## config.mk

```make
export PLATFORM = sky130hd
export DESIGN_NAME = hazard_ctrl
export DESIGN_NICKNAME = d
export VERILOG_FILES = /design/src/rtl/hazard_ctrl.sv
export SDC_FILE = /design/constraint.sdc
export NUM_CORES = 1
export LEC_CHECK = 0
export CAP_MARGIN = 20
export CORE_ASPECT_RATIO = 0.9
export CORE_MARGIN = 3
export CORE_UTILIZATION = 35
export DETAILED_ROUTE_END_ITERATION = 10
export GPL_ROUTABILITY_DRIVEN = 0
export PLACE_DENSITY = 0.85
export SLEW_MARGIN = 0
export SYNTH_ARGS = -nofsm -noshare
export SYNTH_HDL_FRONTEND = slang
export SYNTH_SLANG_ARGS = --single-unit
```

## constraint.sdc

```tcl
create_clock -name vclk -period 3.08
set_input_delay 0.616 -clock vclk [all_inputs]
set_output_delay 0.616 -clock vclk [all_outputs]
set_load 0.02 [all_outputs]
```

## src/rtl/hazard_ctrl.sv

```systemverilog
`default_nettype none
// +----------------------------------------------------------------------------+
// | hazard_ctrl: miniRV five-stage hazard controller (stall, flush, forward).  |
// | Optional counters: define HAZARD_PERF_EN.                                  |
// | Revision: 1.0                                                              |
// +----------------------------------------------------------------------------+
module hazard_ctrl #(
    parameter logic [2:0] WB_SEL_LOAD = 3'd1,
    parameter int         CNT_W       = 32
) (
    input  logic             clk_i,
    input  logic             rst_i,
    input  logic [4:0]       id_rs1_i,
    input  logic [4:0]       id_rs2_i,
    input  logic             id_rs1_used_i,
    input  logic             id_rs2_used_i,
    input  logic [4:0]       ex_wR_i,
    input  logic             ex_rf_we_i,
    input  logic [2:0]       ex_wb_sel_i,
    input  logic             ex_null_i,
    input  logic [4:0]       mem_wR_i,
    input  logic             mem_rf_we_i,
    input  logic             mem_null_i,
    input  logic [4:0]       wb_wR_i,
    input  logic             wb_rf_we_i,
    input  logic             wb_null_i,
    input  logic             br_taken_i,
    input  logic             ext_stall_i,
    output logic             pc_stall_o,
    output logic             if_id_stall_o,
    output logic             if_id_flush_o,
    output logic             id_ex_null_o,
    output logic             pipe_freeze_o,
    output logic [1:0]       fwd1_sel_o,
    output logic [1:0]       fwd2_sel_o
`ifdef HAZARD_PERF_EN
    ,
    output logic [CNT_W-1:0] stall_cnt_o,
    output logic [CNT_W-1:0] flush_cnt_o
`endif
);

    typedef enum logic [1:0] {
        ST_RUN      = 2'd0,
        ST_LU_STALL = 2'd1,
        ST_FLUSH    = 2'd2,
        ST_FROZEN   = 2'd3
    } state_t;

    localparam logic [1:0] FWD_RF  = 2'b00;
    localparam logic [1:0] FWD_EX  = 2'b01;
    localparam logic [1:0] FWD_MEM = 2'b10;
    localparam logic [1:0] FWD_WB  = 2'b11;

    state_t state_q, state_d;

    logic ex_m1, ex_m2, mem_m1, mem_m2, wb_m1, wb_m2;
    logic ex_is_load, load_use;
    logic [1:0] fwd1_raw, fwd2_raw;

    function automatic logic stage_match(
        input logic       used,
        input logic       we,
        input logic       nul,
        input logic [4:0] wr,
        input logic [4:0] rs
    );
        return used && we && !nul && (wr == rs) && (rs != 5'd0);
    endfunction

    function automatic logic [1:0] pick_fwd(
        input logic ex_m,
        input logic mem_m,
        input logic wb_m,
        input logic is_load
    );
        // A loaded value is not available in EX yet; older stages would be stale.
        if (ex_m)       return is_load ? FWD_RF : FWD_EX;
        else if (mem_m) return FWD_MEM;
        else if (wb_m)  return FWD_WB;
        else            return FWD_RF;
    endfunction

    always_comb begin
        ex_m1      = stage_match(id_rs1_used_i, ex_rf_we_i,  ex_null_i,  ex_wR_i,  id_rs1_i);
        ex_m2      = stage_match(id_rs2_used_i, ex_rf_we_i,  ex_null_i,  ex_wR_i,  id_rs2_i);
        mem_m1     = stage_match(id_rs1_used_i, mem_rf_we_i, mem_null_i, mem_wR_i, id_rs1_i);
        mem_m2     = stage_match(id_rs2_used_i, mem_rf_we_i, mem_null_i, mem_wR_i, id_rs2_i);
        wb_m1      = stage_match(id_rs1_used_i, wb_rf_we_i,  wb_null_i,  wb_wR_i,  id_rs1_i);
        wb_m2      = stage_match(id_rs2_used_i, wb_rf_we_i,  wb_null_i,  wb_wR_i,  id_rs2_i);
        ex_is_load = (ex_wb_sel_i == WB_SEL_LOAD);
        load_use   = (ex_m1 || ex_m2) && ex_is_load;
        fwd1_raw   = pick_fwd(ex_m1, mem_m1, wb_m1, ex_is_load);
        fwd2_raw   = pick_fwd(ex_m2, mem_m2, wb_m2, ex_is_load);
    end

    always_comb begin
        state_d       = ST_RUN;
        pc_stall_o    = 1'b0;
        if_id_stall_o = 1'b0;
        if_id_flush_o = 1'b0;
        id_ex_null_o  = 1'b0;
        pipe_freeze_o = 1'b0;
        fwd1_sel_o    = FWD_RF;
        fwd2_sel_o    = FWD_RF;
        if (rst_i) begin
            state_d = ST_RUN;
        end else if (ext_stall_i) begin
            state_d       = ST_FROZEN;
            pc_stall_o    = 1'b1;
            if_id_stall_o = 1'b1;
            pipe_freeze_o = 1'b1;
        end else if (br_taken_i) begin
            state_d       = ST_FLUSH;
            if_id_flush_o = 1'b1;
            id_ex_null_o  = 1'b1;
            fwd1_sel_o    = fwd1_raw;
            fwd2_sel_o    = fwd2_raw;
        end else if (load_use) begin
            state_d       = ST_LU_STALL;
            pc_stall_o    = 1'b1;
            if_id_stall_o = 1'b1;
            id_ex_null_o  = 1'b1;
        end else begin
            state_d    = ST_RUN;
            fwd1_sel_o = fwd1_raw;
            fwd2_sel_o = fwd2_raw;
        end
    end

    always_ff @(posedge clk_i) begin
        if (rst_i) state_q <= ST_RUN;
        else       state_q <= state_d;
    end

    logic unused_state;
    assign unused_state = ^state_q;

`ifdef HAZARD_PERF_EN
    localparam logic [CNT_W-1:0] CNT_ONE = {{(CNT_W-1){1'b0}}, 1'b1};

    logic [CNT_W-1:0] stall_cnt_q, flush_cnt_q;

    // Counted from the action taken this cycle, visible after the next edge.
    always_ff @(posedge clk_i) begin
        if (rst_i) begin
            stall_cnt_q <= '0;
            flush_cnt_q <= '0;
        end else begin
            if (state_d == ST_LU_STALL || state_d == ST_FROZEN)
                stall_cnt_q <= stall_cnt_q + CNT_ONE;
            if (state_d == ST_FLUSH)
                flush_cnt_q <= flush_cnt_q + CNT_ONE;
        end
    end

    assign stall_cnt_o = stall_cnt_q;
    assign flush_cnt_o = flush_cnt_q;
`else
    localparam int unused_cnt_w = CNT_W;
`endif

endmodule
`default_nettype wire
```

== Yosys cells after proc, flatten, opt, wreduce, memory -nomap -nowiden ==
Cells that the tools add are included.

* Bits in registers: 0
* Input port bits: 40
* Output and inout bits: 9
* Logic and storage cells: 65

* Equal/unequal tests: 7
* Muxes and demuxes: 27
* Reductions and logical operators: 31

{| class="wikitable"
|+ Operators with widths
! operator !! number
|-
| $eq A5 B5 Y1 || 6
|-
| $mux W2 || 14
|-
| $logic_and A1 B1 Y1 || 25
|-
| $mux W1 || 13
|-
| $reduce_bool A5 Y1 || 2
|-
| $eq A3 B1 Y1 const B || 1
|-
| $logic_not A1 Y1 || 3
|-
| $logic_or A1 B1 Y1 || 1
|}

== Logic depth before layout (Yosys ltp) ==
* Depth after elaboration: 11
* Depth in mapped cells: 6
* Gate-level depth less buffers: 5

== Worst setup path before layout ==
No wires, ideal clock.

* Kind: input to output
* Start: input id_rs1_i[1]
* End: output fwd1_sel_o[1]
* Arrival time: 2.273 ns
* Required time: 2.464 ns
* Slack: 0.191 ns
* Stages on the path: 5
* Buffers on the path: 0
* Cell sequence: or4_1 o21ai_2 or3_4 a211oi_2 nor4_1

* Longest elaborated chain between the ends: 10
* Elaborated cells between the ends (all ways): 19
* Those cells by class: 3 x eq/ne; 7 x mux; 9 x reduce/logical

{| class="wikitable"
|+ Ends and longest elaborated chain
! element !! line !! source
|-
| start: declaration || 13 || <nowiki>input logic [4:0] id_rs1_i,</nowiki>
|-
| $eq A5 B5 Y1 || 68 || <nowiki>return used && we && !nul && (wr == rs) && (rs != 5'd0);</nowiki>
|-
| $logic_and A1 B1 Y1 (2 in a row) || 68 ||
|-
| $mux W2 || 80 || <nowiki>else if (wb_m) return FWD_WB;</nowiki>
|-
| $mux W2 || 79 || <nowiki>else if (mem_m) return FWD_MEM;</nowiki>
|-
| $mux W2 || 78 || <nowiki>if (ex_m) return is_load ? FWD_RF : FWD_EX;</nowiki>
|-
| $mux W2 || 119 || <nowiki>end else if (load_use) begin</nowiki>
|-
| $mux W2 * || 113 || <nowiki>end else if (br_taken_i) begin</nowiki>
|-
| $mux W2 * || 108 || <nowiki>end else if (ext_stall_i) begin</nowiki>
|-
| $mux W2 * || 106 || <nowiki>if (rst_i) begin</nowiki>
|-
| end: declaration || 34 || <nowiki>output logic [1:0] fwd1_sel_o,</nowiki>
|}

Every way passes the cells marked *; elsewhere a longest branch is shown, timed or not.

== Final worst setup path ==
* Start: input id_rs1_i[3]
* End: output fwd1_sel_o[0]

Same word-level chain as after synthesis.

==> results.sh <==
export IMPL_power_leakage_nw=0.5670
export IMPL_p_int_uw=87.12
export IMPL_slew_headroom=0.7855
export IMPL_route_met2_wl_um=1492
export IMPL_power_share_sequential=0
export IMPL_core_um2=1545
export IMPL_finalWirelength_um=2707
export IMPL_ir_worst_vdd_uv=91.22
export IMPL_drc=0
export IMPL_syn_num_nets=114
export IMPL_rows=13
export IMPL_final_cell_mix="buf_4, xnor2_1, clkdlybuf4s50_1"
export IMPL_ioPinCount=49
export IMPL_hold_viol=0
export IMPL_ant_nets=0
export IMPL_syn_cell_area_um2=609.3
export IMPL_swShare=0.4534
export IMPL_wl_per_cell_um=16.41
export IMPL_die_w_um=49.98
export IMPL_status="finished, final reports clean"
export IMPL_p_sw_uw=72.26
export IMPL_arrival_ns=2.42
export IMPL_dp_cells=162
export IMPL_power_frac_comb=1.000
export IMPL_slew_violations=0
export IMPL_worst_setup_path_start_kind="primary input"
export IMPL_dr_total_vias=860
export IMPL_yosys_warnings=0
export IMPL_viasPerCell=5.212
export IMPL_instances_no_fill=165
export IMPL_seqCellArea_um2=0
export IMPL_critPathCaptureType="output port"
export IMPL_design_area_um2=1336
export IMPL_fmax_mhz=329.5
export IMPL_place_area_um2=1256
export IMPL_synthDistinctLibCells=30
export IMPL_fin_ws_ns=0.04483
export IMPL_die_area_um2=2278
export IMPL_fin_crit_sh=0.9854
export IMPL_power_density_nw_per_um2=119.3
export IMPL_area_growth_pct=119.3
export IMPL_cap_violations=0
export IMPL_setup_viol=0
export IMPL_synth_seq_area_share=0
export IMPL_grt_max_degree=8
export IMPL_path_max_fanout=3
export IMPL_grt_pass1_vias=858
export IMPL_finalCriticalPeriod_ns=3.035
export IMPL_drtIter0Drc=12
export IMPL_final_common_cell="buf_4"
export IMPL_place_ws_ns=-0.7388
export IMPL_worst_pin_slew_ns=0.3207
export IMPL_layout_drive_gt1_share=0.4406
export IMPL_num_antenna_cells=0
export IMPL_grt_overflow_total=0
export IMPL_grt_first_pass_wirelength_um=3981
export IMPL_critical_path_class="in -> out"
export IMPL_critPathRequiredTime_ns=2.46
export IMPL_io_buffers=48
export IMPL_track_usage=0.2258
export IMPL_wl_met1_um=1024
export IMPL_design_seq_count=0
export IMPL_start_util=0.3943
export IMPL_nClkBuffers=0
export IMPL_finalNetCount=185
export IMPL_netlist_instances=74
export IMPL_p_clk_frac=0
export IMPL_antenna_found_initial=0
export IMPL_dr_pass1_iters=4
export IMPL_place_hpwl_um=2101
export IMPL_syn_area_per_cell_um2=8.234
export IMPL_hold_class="in -> out"
export IMPL_met3_length_um=154
export IMPL_cts_hold_buf=0
export IMPL_die_h_um=45.59
export IMPL_routed_top_layer="met4"
==> layer usage <==
layer  global-route usage  vias to the layer above
met3              0.02623                        4
li1                     -                      423
met2               0.4557                       35
met1               0.2607                      398
met4              0.02762                        0
met5                    0                        -
==> cell families (layout without fill, tap and decap cells) <==
group,after synthesis,after routing,synth area share
xor gates and xnor gates,30,30,0.4312
AOI/OAI and AO/OA,13,13,0.2135
and+or+nand+nor,29,29,0.3368
buffers and inverters,2,71,0.01848
==> synth_stat cells, drive strengths merged <==
library cell | number | area (µm²)
xnor2 | 21 | 183.9
xor2 | 9 | 78.83
nor4 | 7 | 50.05
nand2b | 4 | 27.53
nand4 | 4 | 25.02
o21ai | 4 | 23.77
or4 | 3 | 27.53
a2111oi | 2 | 30.03
buf | 2 | 11.26
nand3b | 2 | 15.01
nor2 | 2 | 7.510
o211ai | 2 | 15.01
or3 | 2 | 17.52
a211oi | 1 | 12.51
a21oi | 1 | 5.000
and2 | 1 | 6.260
nand2 | 1 | 3.750
nand3 | 1 | 10.01
nor2b | 1 | 6.260
o2111ai | 1 | 26.28
o21a | 1 | 7.510
o21ba | 1 | 10.01
or3b | 1 | 8.760
==> path summary, 6_finish.rpt <==
kind                         from             to  depth (start not counted)
worst max-delay path  id_rs1_i[3]  fwd1_sel_o[0]                          9
worst min-delay path   mem_null_i  fwd2_sel_o[1]                          7
==> what timing repair did <==
| item | 4_1_cts | 5_1_grt |
|---|---|---|
| setup buffers | 3 | 0 |
| pin swaps | 14 | 18 |
| resized for setup | 63 | 34 |
| endpoints found under the setup margin | 7 | 7 |
==> cell type report <==
cell class / instances / area [µm²]
tap: 22 / 27.53
fill: 81 / 209.0
timing repair buffer: 71 / 595.6
multi-input combinational: 72 / 713.2
==> worst max-delay path: stages <==
cell	delay (ns)
clkdlybuf4s15_1	0.20
buf_4	0.16
buf_4	0.13
xnor2_1	0.16
nand4_1	0.13
or4_2	0.67
nand3_2	0.10
a2111oi_2	0.07
buf_4	0.18
==> power groups by stage <==
stage               registers, mW  clock network [mW]  logic, mW
finish                          0                   0      0.159
global route                    0                   0      0.170
CTS                             0                   0      0.152
detailed placement              0                   0      0.154
global placement                0                   0      0.150
floorplan                       0                   0     0.0543
==> metrics by stage <==
step / total power, mW / hold slack [ns] / setup TNS [ns] / utilization
after floorplan: 0.05433 / 1.284 / 0 / -
after global placement: 0.1497 / 2.371 / -3.903 / 0.8130
after detailed placement: 0.1545 / 2.369 / -4.377 / 0.8130
after CTS: 0.1519 / 2.026 / 0 / 0.8437
after global routing: 0.1702 / 2.023 / -0.05876 / 0.8648
final: 0.1594 / 1.943 / 0 / 0.8648
(Power assumes the default switching activity.)
